==> src/rtl/npu_layer_seq_pkg.sv <==
// npu_layer_seq shared definitions: FSM encodings, stretcher map, defaults.
// Imported by the sequencer, its interface and the pulse stretcher.
package npu_layer_seq_pkg;

    localparam int DEF_LYR_W   = 8;
    localparam int DEF_TILE_W  = 10;
    localparam int DEF_PULSE_W = 4;

    localparam logic [3:0] ST_IDLE  = 4'd0;
    localparam logic [3:0] ST_FETCH = 4'd1;
    localparam logic [3:0] ST_PDONE = 4'd2;
    localparam logic [3:0] ST_RST   = 4'd3;
    localparam logic [3:0] ST_WRST  = 4'd4;
    localparam logic [3:0] ST_CAL   = 4'd5;
    localparam logic [3:0] ST_WCAL  = 4'd6;
    localparam logic [3:0] ST_WTX   = 4'd7;
    localparam logic [3:0] ST_TX    = 4'd8;
    localparam logic [3:0] ST_TXD   = 4'd9;
    localparam logic [3:0] ST_NEXT  = 4'd10;
    localparam logic [3:0] ST_FIN   = 4'd11;

    localparam int NUM_P  = 5;
    localparam int P_PARA = 0;
    localparam int P_IFM  = 1;
    localparam int P_WT   = 2;
    localparam int P_CAL  = 3;
    localparam int P_TXD  = 4;

    // One-hot select of the stretcher owned by a pulse-issuing state
    function automatic logic [NUM_P-1:0] pulse_sel(input logic [3:0] st);
        logic [NUM_P-1:0] s;
        s = '0;
        case (st)
            ST_PDONE: s[P_PARA] = 1'b1;
            ST_RST:   s[P_IFM]  = 1'b1;
            ST_WRST:  s[P_WT]   = 1'b1;
            ST_CAL:   s[P_CAL]  = 1'b1;
            ST_TXD:   s[P_TXD]  = 1'b1;
            default:  s = '0;
        endcase
        return s;
    endfunction

endpackage

==> src/rtl/npu_layer_seq_if.sv <==
// Parameter-fetch and OFM-transfer handshakes of the layer sequencer.
// master = sequencer, slave = fetch/DMA side.
interface npu_layer_seq_if
    import npu_layer_seq_pkg::*;
#(
    parameter int TILE_W = DEF_TILE_W
);
    logic              para_req;
    logic              para_ack;
    logic [TILE_W-1:0] para_tile_num;
    logic              tx_req;
    logic              tx_done;

    modport master (
        output para_req, tx_req,
        input  para_ack, para_tile_num, tx_done
    );

    modport slave (
        input  para_req, tx_req,
        output para_ack, para_tile_num, tx_done
    );
endinterface

==> src/rtl/npu_layer_seq_pulse_stretch.sv <==
// Holds a one-cycle trigger high for PULSE_W cycles starting the next cycle
// so the clk_cal edge detector cannot miss it.
module npu_layer_seq_pulse_stretch
    import npu_layer_seq_pkg::*;
#(
    parameter int PULSE_W = DEF_PULSE_W
) (
    input  logic clk_trans,
    input  logic rst_n,
    input  logic trig,
    output logic pulse,
    output logic idle
);
    localparam int CW = $clog2(PULSE_W + 1);

    logic [CW-1:0] cnt;

    always_ff @(posedge clk_trans or negedge rst_n) begin
        if (!rst_n) begin
            cnt <= '0;
        end else if (trig) begin
            cnt <= CW'(PULSE_W);
        end else if (cnt != '0) begin
            cnt <= cnt - CW'(1);
        end
    end

    assign pulse = (cnt != '0);
    assign idle  = (cnt == '0);
endmodule

==> src/rtl/npu_layer_seq.sv <==
// clk_trans layer/tile sequencer: fetches layer params, drives stretched
// PE control pulses per tile and hands finished OFM tiles to the DMA.
module npu_layer_seq
    import npu_layer_seq_pkg::*;
#(
    parameter int LYR_W   = DEF_LYR_W,
    parameter int TILE_W  = DEF_TILE_W,
    parameter int PULSE_W = DEF_PULSE_W
) (
    input  logic              clk_trans,
    input  logic              rst_n,
    input  logic              net_start,
    input  logic [LYR_W-1:0]  lyr_num,
    output logic              busy,
    output logic              net_done,
    npu_layer_seq_if.master   bus,
    output logic              pe_cal_start,
    output logic              pe_ifm_rst,
    output logic              pe_wt_rst,
    output logic              pe_first_bn,
    output logic              pe_last_bn,
    output logic              pe_tx_ofm_done,
    output logic              pe_ft_lyr_para_done,
    input  logic              pe_cal_done_sync,
    input  logic              pe_tx_ofm_start_sync,
    output logic [LYR_W-1:0]  lyr_idx,
    output logic [TILE_W-1:0] tile_idx
);
    logic [3:0]        state;
    logic [3:0]        state_nx;
    logic [LYR_W-1:0]  lyr_num_q;
    logic [TILE_W-1:0] tile_num_q;
    logic              issued;
    logic [NUM_P-1:0]  sel;
    logic [NUM_P-1:0]  trig;
    logic [NUM_P-1:0]  st_out;
    logic [NUM_P-1:0]  st_idle;
    logic              pulse_st;
    logic              pulse_done;
    logic              tile_more;
    logic              lyr_more;
    logic              cal_done_f;
    logic              txs_f;

    // Each pulse state fires its stretcher once, then waits for it to drain
    assign sel        = pulse_sel(state);
    assign pulse_st   = |sel;
    assign trig       = issued ? '0 : sel;
    assign pulse_done = issued && |(sel & st_idle);

    assign tile_more = tile_idx < (tile_num_q - TILE_W'(1));
    assign lyr_more  = lyr_idx < (lyr_num_q - LYR_W'(1));

    for (genvar i = 0; i < NUM_P; i++) begin : g_ps
        npu_layer_seq_pulse_stretch #(
            .PULSE_W (PULSE_W)
        ) u_ps (
            .clk_trans (clk_trans),
            .rst_n     (rst_n),
            .trig      (trig[i]),
            .pulse     (st_out[i]),
            .idle      (st_idle[i])
        );
    end

    always_comb begin
        state_nx = state;
        case (state)
            ST_IDLE:
                if (net_start)
                    state_nx = (lyr_num == '0) ? ST_FIN : ST_FETCH;
            ST_FETCH: if (bus.para_ack) state_nx = ST_PDONE;
            ST_PDONE: if (pulse_done) state_nx = ST_RST;
            ST_RST:
                if (pulse_done)
                    state_nx = (tile_idx == '0) ? ST_WRST : ST_CAL;
            ST_WRST:  if (pulse_done) state_nx = ST_CAL;
            ST_CAL:   if (pulse_done) state_nx = ST_WCAL;
            ST_WCAL:  if (cal_done_f) state_nx = ST_WTX;
            ST_WTX:   if (txs_f) state_nx = ST_TX;
            ST_TX:    if (bus.tx_done) state_nx = ST_TXD;
            ST_TXD:   if (pulse_done) state_nx = ST_NEXT;
            ST_NEXT: begin
                if (tile_more)     state_nx = ST_RST;
                else if (lyr_more) state_nx = ST_FETCH;
                else               state_nx = ST_FIN;
            end
            ST_FIN:   state_nx = ST_IDLE;
            default:  state_nx = ST_IDLE;
        endcase
    end

    always_ff @(posedge clk_trans or negedge rst_n) begin
        if (!rst_n) begin
            state      <= ST_IDLE;
            issued     <= 1'b0;
            busy       <= 1'b0;
            net_done   <= 1'b0;
            lyr_num_q  <= '0;
            tile_num_q <= '0;
            lyr_idx    <= '0;
            tile_idx   <= '0;
        end else begin
            state    <= state_nx;
            issued   <= pulse_st && !pulse_done;
            net_done <= (state == ST_FIN);
            case (state)
                ST_IDLE:
                    if (net_start) begin
                        lyr_num_q <= lyr_num;
                        busy      <= 1'b1;
                        lyr_idx   <= '0;
                        tile_idx  <= '0;
                    end
                ST_FETCH:
                    if (bus.para_ack) begin
                        tile_num_q <= (bus.para_tile_num == '0) ?
                                      TILE_W'(1) : bus.para_tile_num;
                        tile_idx   <= '0;
                    end
                ST_NEXT: begin
                    if (tile_more)     tile_idx <= tile_idx + TILE_W'(1);
                    else if (lyr_more) lyr_idx  <= lyr_idx + LYR_W'(1);
                end
                ST_FIN:  busy <= 1'b0;
                default: ;
            endcase
        end
    end

    // A new sync event outranks the clear so back-to-back events survive
    always_ff @(posedge clk_trans or negedge rst_n) begin
        if (!rst_n) begin
            cal_done_f <= 1'b0;
            txs_f      <= 1'b0;
        end else if (state == ST_IDLE) begin
            cal_done_f <= 1'b0;
            txs_f      <= 1'b0;
        end else begin
            if (pe_cal_done_sync)
                cal_done_f <= 1'b1;
            else if (trig[P_CAL] || state == ST_WCAL)
                cal_done_f <= 1'b0;
            if (pe_tx_ofm_start_sync)
                txs_f <= 1'b1;
            else if (trig[P_CAL] || state == ST_WTX)
                txs_f <= 1'b0;
        end
    end

    assign bus.para_req        = (state == ST_FETCH);
    assign bus.tx_req          = (state == ST_TX);
    assign pe_ft_lyr_para_done = st_out[P_PARA];
    assign pe_ifm_rst          = st_out[P_IFM];
    assign pe_wt_rst           = st_out[P_WT];
    assign pe_cal_start        = st_out[P_CAL];
    assign pe_tx_ofm_done      = st_out[P_TXD];
    assign pe_first_bn = busy && (lyr_num_q != '0) && (lyr_idx == '0);
    assign pe_last_bn  = busy && (lyr_num_q != '0) &&
                         (lyr_idx == lyr_num_q - LYR_W'(1));
endmodule
==> src/flat_wrapper.sv <==
// flat-port wrapper written by rule: the top's interface ports become plain ports
module npu_layer_seq_flat import npu_layer_seq_pkg::*;
#(
    parameter int LYR_W   = DEF_LYR_W,
    parameter int TILE_W  = DEF_TILE_W,
    parameter int PULSE_W = DEF_PULSE_W
)
  (clk_trans, rst_n, net_start, lyr_num, busy, net_done, pe_cal_start, pe_ifm_rst, pe_wt_rst, pe_first_bn, pe_last_bn, pe_tx_ofm_done, pe_ft_lyr_para_done, pe_cal_done_sync, pe_tx_ofm_start_sync, lyr_idx, tile_idx, bus_para_req, bus_tx_req, bus_para_ack, bus_para_tile_num, bus_tx_done);
  npu_layer_seq_if #(.TILE_W(TILE_W)) bus_i ();
  input  logic clk_trans;
  input  logic rst_n;
  input  logic net_start;
  input  logic [LYR_W-1:0] lyr_num;
  output logic busy;
  output logic net_done;
  output logic pe_cal_start;
  output logic pe_ifm_rst;
  output logic pe_wt_rst;
  output logic pe_first_bn;
  output logic pe_last_bn;
  output logic pe_tx_ofm_done;
  output logic pe_ft_lyr_para_done;
  input  logic pe_cal_done_sync;
  input  logic pe_tx_ofm_start_sync;
  output logic [LYR_W-1:0] lyr_idx;
  output logic [TILE_W-1:0] tile_idx;
  output wire logic [$bits(bus_i.para_req)-1:0] bus_para_req;
  output wire logic [$bits(bus_i.tx_req)-1:0] bus_tx_req;
  input wire logic [$bits(bus_i.para_ack)-1:0] bus_para_ack;
  input wire logic [$bits(bus_i.para_tile_num)-1:0] bus_para_tile_num;
  input wire logic [$bits(bus_i.tx_done)-1:0] bus_tx_done;
  assign bus_para_req = bus_i.para_req;
  assign bus_tx_req = bus_i.tx_req;
  assign bus_i.para_ack = bus_para_ack;
  assign bus_i.para_tile_num = bus_para_tile_num;
  assign bus_i.tx_done = bus_tx_done;
  npu_layer_seq #(.LYR_W(LYR_W), .TILE_W(TILE_W), .PULSE_W(PULSE_W)) u_core (.clk_trans(clk_trans), .rst_n(rst_n), .net_start(net_start), .lyr_num(lyr_num), .busy(busy), .net_done(net_done), .bus(bus_i), .pe_cal_start(pe_cal_start), .pe_ifm_rst(pe_ifm_rst), .pe_wt_rst(pe_wt_rst), .pe_first_bn(pe_first_bn), .pe_last_bn(pe_last_bn), .pe_tx_ofm_done(pe_tx_ofm_done), .pe_ft_lyr_para_done(pe_ft_lyr_para_done), .pe_cal_done_sync(pe_cal_done_sync), .pe_tx_ofm_start_sync(pe_tx_ofm_start_sync), .lyr_idx(lyr_idx), .tile_idx(tile_idx));
endmodule
==> config.mk <==
export PLATFORM = sky130hd
export DESIGN_NAME = npu_layer_seq_flat
export DESIGN_NICKNAME = d
export VERILOG_FILES = /design/src/rtl/npu_layer_seq_pkg.sv /design/src/rtl/npu_layer_seq_if.sv /design/src/rtl/npu_layer_seq_pulse_stretch.sv /design/src/rtl/npu_layer_seq.sv /design/src/flat_wrapper.sv
export SDC_FILE = /design/constraint.sdc
export NUM_CORES = 1
export LEC_CHECK = 0
export ABC_AREA = 0
export BUFFER_PORTS_ARGS = -buffer_cell sky130_fd_sc_hd__buf_4
export CORE_ASPECT_RATIO = 0.75
export CORE_MARGIN = 10
export CORE_UTILIZATION = 45
export DETAILED_ROUTE_END_ITERATION = 10
export GPL_TIMING_DRIVEN = 0
export PLACE_DENSITY = 0.65
export SLEW_MARGIN = 40
export SYNTH_ARGS = -nofsm -noshare
export SYNTH_HDL_FRONTEND = slang
export SYNTH_HIERARCHICAL = 1
export SYNTH_SLANG_ARGS = --single-unit
==> constraint.sdc <==
create_clock -name clk_trans -period 4 [get_ports clk_trans]
set_input_delay 0 -clock clk_trans [delete_from_list [all_inputs] [get_ports clk_trans]]
set_output_delay 0 -clock clk_trans [all_outputs]
set_load 0.05 [all_outputs]
# Word-level counts from Yosys, hierarchy flattened
# Cells that the tools add are included.
# word_totals
reg_bits	60
latchBits	0
mem_bits_rw	0
rom_bits	0
inputBits	25
out_inout_bits	29
n_memories	0
# classes
add_sub_neg	9
n_mul	0
div	0
n_lt_le_gt_ge	2
n_eq_ne	25
shifts	0
n_mux	48
n_bitwise	1
reduce_logical	42
# op_table
cell	n
two-way mux 4 bit	13
case mux 4 bit (11 select lines)	1
two-way mux 10 bit	4
two-way mux 3 bit	10
case mux 10 bit (3 select lines)	1
two-way mux 8 bit	3
nonzero test 3 bit	8
inequality test 2 x 1 -> 1 bit (second input constant)	11
logical NOT 10 bit	2
== test 4 x 3 -> 1 bit (second input constant)	4
== test 4 bit (second input constant)	4
logical NOT 8 bit	2
case mux 8 bit (2 select lines)	1
logical NOT 3 bit	5
subtractor 3 x 1 -> 3 bit (second input constant)	5
nonzero test 2 bit	7
two-way mux 1 bit	13
adder 10 x 1 -> 10 bit (second input constant)	1
< comparator 10 bit	1
AND reduction 10 bit	1
OR reduction 5 bit	2
subtractor 10 x 1 -> 10 bit (second input constant)	1
adder 8 x 1 -> 8 bit (second input constant)	1
== test 4 x 2 -> 1 bit (second input constant)	2
other kinds (15)	24

# Depth between registers and ports, before layout
# depth
depth_word	7
ltp_mapped	13
ltp_nobuf	12

# Hierarchy
# Netlist, hierarchy kept.
# modules_own_cells
mod	instances	cells_each	area_each_um2	seq_area_each_um2
npu_layer_seq	1	349	3089.2	1126.1
npu_layer_seq_pulse_stretch	5	17	183.9	75.1

# Worst setup path before layout
# No wires, ideal clock.
# synth_path
kind	flip-flop to flip-flop
start	register u_core.tile_num_q[3]
end	register u_core.state[1]
setup_time_ps	64
t_arrival_ps	3152
required_time_ps	3936
slack_ps	784
path_stages_with_launch	12
period_less_slack_ps	3216
cell_sequence	dfrtp_1 or4_1 or3_1 nor4_1 xnor2_1 ha_1 and4_1 o211a_1 a211oi_1 nand2_1 a311oi_1 a21o_1
# synth_via
elab_chain_cells	4
# synth_rtl
item	line_no	text
start: declaration	npu_layer_seq.sv:32	logic [TILE_W-1:0] tile_num_q;
start signal: assignment	npu_layer_seq.sv:117	tile_num_q <= (bus.para_tile_num == '0) ?
subtractor 10 x 1 -> 10 bit	npu_layer_seq.sv:51	assign tile_more = tile_idx < (tile_num_q - TILE_W'(1));
< comparator 10 bit	npu_layer_seq.sv:51	
two-way mux 4 bit	npu_layer_seq.sv:84	if (tile_more) state_nx = ST_RST;
case mux 4 bit (11 select lines)	npu_layer_seq.sv:68	case (state)
end signal: assignment	npu_layer_seq.sv:104	state <= state_nx;
end: declaration	npu_layer_seq.sv:29	logic [3:0] state;
# No other way between the ends.
# A chain may end at the register's enable or synchronous reset.

# Final worst setup path
# Same ends and word-level chain as after synthesis.

==> flow_summary.toml <==
[routing]
drc = 0
first_pass_iters = 4
ant_nets = 0
vias = 3519
routed_wl_mm = 9.95
post_drt_wl_per_cell_um = 15.7
vias_per_cell = 5.57
drt_iter0_drc = 241

[global_route]
antenna_found_initial = 0
grt_pass1_wl_mm = 17.2
grtUsageTotal_pct = 16.0
first_global_vias = 3549
gr-total-overflow = 0
grt_max_degree = 61

[clocking]
cts_htree_levels = 3
cts_sinks = 60
cts_hold_buffers = 21
root_buffer = "clkbuf_16"
cts_setup_buffers = 0
clk_latency_ns = 0.33
post_cts_resized = 0
clk_pin_slew_worst_paths_ns = 0.05
cts_tree = "done"
clockBufferDepth = 2
cts-buffers-inserted = 9

[worst_setup_path]
crit_arrival_ns = 3.98
path_max_fanout = 10
cpPeakStageDelay_ns = 0.58
cp.required_ns = 4.27
cp-start-kind = "flop"
path_cells = "or4_1 > or3_1 > nor4_1 > xnor2_1 > ha_1 > and4_1 > o211a_1 > a211oi_1 > nand2_1 > a311oi_1 > a21o_1"
cp-end-kind = "flop"
critPathKind = "flop to flop"
critical-path-slowest-cell = "or4_1"

[final_layout]
drive_above_1_share_pct = 20.6
area_growth_pct = 26.6
fin_nets = 578
final_area_um2 = 5070
diodes = 0

[flow_run]
maxCapViolations = 0

[power]
vdd_drop_max_v = 0.000549
p_int_w = 0.00224
p_leak_nw = 2.39
p_switching_w = 0.00158
power_frac_clock_pct = 21.6
seqPwrFrac_pct = 27.8
switching_share_pct = 41.3
power_frac_comb_pct = 50.6
power.total_w = 0.00382
power_density_nw_per_um2 = 753

[timing]
skew_ns = 0.00544
finalSetupViolCount = 0
finalHoldViolCount = 0
slew_violations = 0
setup_tns_ns = 0
post-route-period-util_pct = 92.7
rsz0062_at_grt = "false"
clock.fmax_mhz = 270
relSlewSlack_pct = 56.9
worstMarginPinSlew_ns = 0.641
layout_min_cycle_time_ns = 3.71
setup_ws_ns = 0.291

[floorplan]
num_rows = 29
die_area_um2 = 13100
initial_core_util_pct = 46.8
ios = 54
die_h_um = 102
die_x_um = 129
core_area_um2 = 8560

[synthesis]
ys.flop_type = "dfrtp_1"
synth_top_area_share_pct = 37.5
yosysMostFrequentCell = "dfrtp_1"
synth_largest_area_cell = "dfrtp_1"
ys_types = 59
synth-seq-cells = 60
yosysSeqAreaShare_pct = 37.5
syn_nets = 493
syn_area_um2 = 4010
synth_warnings = 6
synth_common_cells = "dfrtp_1 (60), nand2_1 (43), nor2_1 (35), ha_1 (34)"
synth-edff-count = 0
synthArstFlopShare_pct = 100
syn_area_per_cell_um2 = 9.24
syn_inst = 434
yosys-top-cells-area = "dfrtp_1 (37%), ha_1 (11%), nand2_1 (4.0%), o21ai_0 (3.5%), nor2_1 (3.3%)"

[hold_path]
hold_path_class = "input port to flop"

[outcome]
status = "completed"

[placed_design]
portBuffers = 53
dp_hpwl_mm = 7.33
gp_congestion = 0.805
placed_area_um2 = 4540
place_ws_ns = 0.323
-- worst max-delay path, delay by kind of cell, from the launching register on --
| family | cells | cell delay, ns |
|---|---|---|
| adders and majority gates | 1 | 0.26 |
| and+or+nand+nor | 5 | 1.76 |
| xor gates and xnor gates | 1 | 0.18 |
| DFF | 1 | 0.42 |
| AOI/OAI and AO/OA | 4 | 1.02 |
-- cells by family (layout without fill, tap and decap cells) --
logic type / after synthesis / in the layout / share of synthesized area, %
adder cells (fa/ha/maj): 34 / 34 / 10.6
XOR/XNOR: 14 / 14 / 3.06
AO/OA/AOI/OAI: 91 / 91 / 15.0
AND/OR/NAND/NOR: 170 / 170 / 23.6
multiplexers: 17 / 17 / 5.15
flip-flops: 60 / 60 / 37.5
buffers and inverters: 48 / 138 / 5.18
-- metal layers --
metal  up-vias  track usage, %  part of all wire (%)
li1       1722               -                     -
met3        11            4.85                   5.5
met4         0            4.80                   1.2
met2        82            24.0                    44
met1      1704            21.6                    49
met5         -               0                     0
-- path summary, 6_finish.rpt --
check | start | endpoint | slack (ns) | cells past startpoint
max | u_core/tile_num_q[3]$_DFFE_PN0P_ | u_core/state[1]$_DFFE_PN0P_ | 0.29 | 11
min | net_start | u_core/lyr_num_q[2]$_DFFE_PN0P_ | 0.02 | 4
max reg2reg | u_core/tile_num_q[3]$_DFFE_PN0P_ | u_core/state[1]$_DFFE_PN0P_ | 0.29 | 11
min reg2reg | u_core/txs_f$_DFFE_PN0P_ | u_core/txs_f$_DFFE_PN0P_ | 0.51 | 2
max in group asynchronous | rst_n | u_core/tile_idx[3]$_DFFE_PN0P_ | 3.39 | 2
min in group asynchronous | rst_n | u_core/lyr_num_q[5]$_DFFE_PN0P_ | 0.22 | 2
-- power groups by stage --
stage	combinational, W	clock (W)	sequential, W
2_1_floorplan	0.00144	0	0.00107
3_5_place_dp	0.00191	0	0.00106
5_1_grt	0.00217	0.000872	0.00110
4_1_cts	0.00194	0.000847	0.00106
6_report	0.00193	0.000824	0.00106
3_3_place_gp	0.00185	0	0.00106
-- flip-flops by register name, summed over array words and instances, names as in the netlist --
register,flops
u_core/issued,1
u_core/busy,1
u_core/lyr_num_q,8
u_core/txs_f,1
u_core/net_done,1
u_core/tile_num_q,10
u_core/cal_done_f,1
u_core/state,4
u_core/g_ps.u_ps/cnt,15
u_core/lyr_idx,8
u_core/tile_idx,10
-- cell usage in the layout (no fill, tap or decap), types with 5 or more instances in the layout --
cell	instances
a211oi_1	7
nor2b_1	14
o21ai_1	5
nor3_1	9
nor2_1	35
and3_1	7
nand2b_1	7
or4_1	7
clkbuf_16	9
ha_1	34
a211o_1	6
nand2b_4	5
inv_2	5
a21oi_1	15
mux2_2	9
inv_1	28
o21ai_0	28
mux2_4	5
buf_4	53
nor3b_1	5
nand2_1	43
nor4_1	10
dlygate4sd3_1	21
buf_2	7
o31ai_1	9
nand4_1	7
dfrtp_1	60
xnor2_1	12
clkbuf_1	7
-- through the flow --
stage	utilization, %	hold slack, ns	std cells
2_1_floorplan	-	-0.296	434
3_3_place_gp	53.0	0.141	595
3_5_place_dp	53.0	0.139	595
4_1_cts	59.2	0.00379	632
5_1_grt	59.3	0.0273	632
6_report	59.3	0.0184	632
-- cell type report --
class	count	area, µm²
plain buffers	15	83.8
clock buffers	12	246
flip-flops and latches	60	1500
inverters	33	124
clock inverters	4	72.6
multi-input cells	326	2300
fillers	755	3490
well taps	108	135
repair buffers	74	612
(Power assumes the default switching activity.)
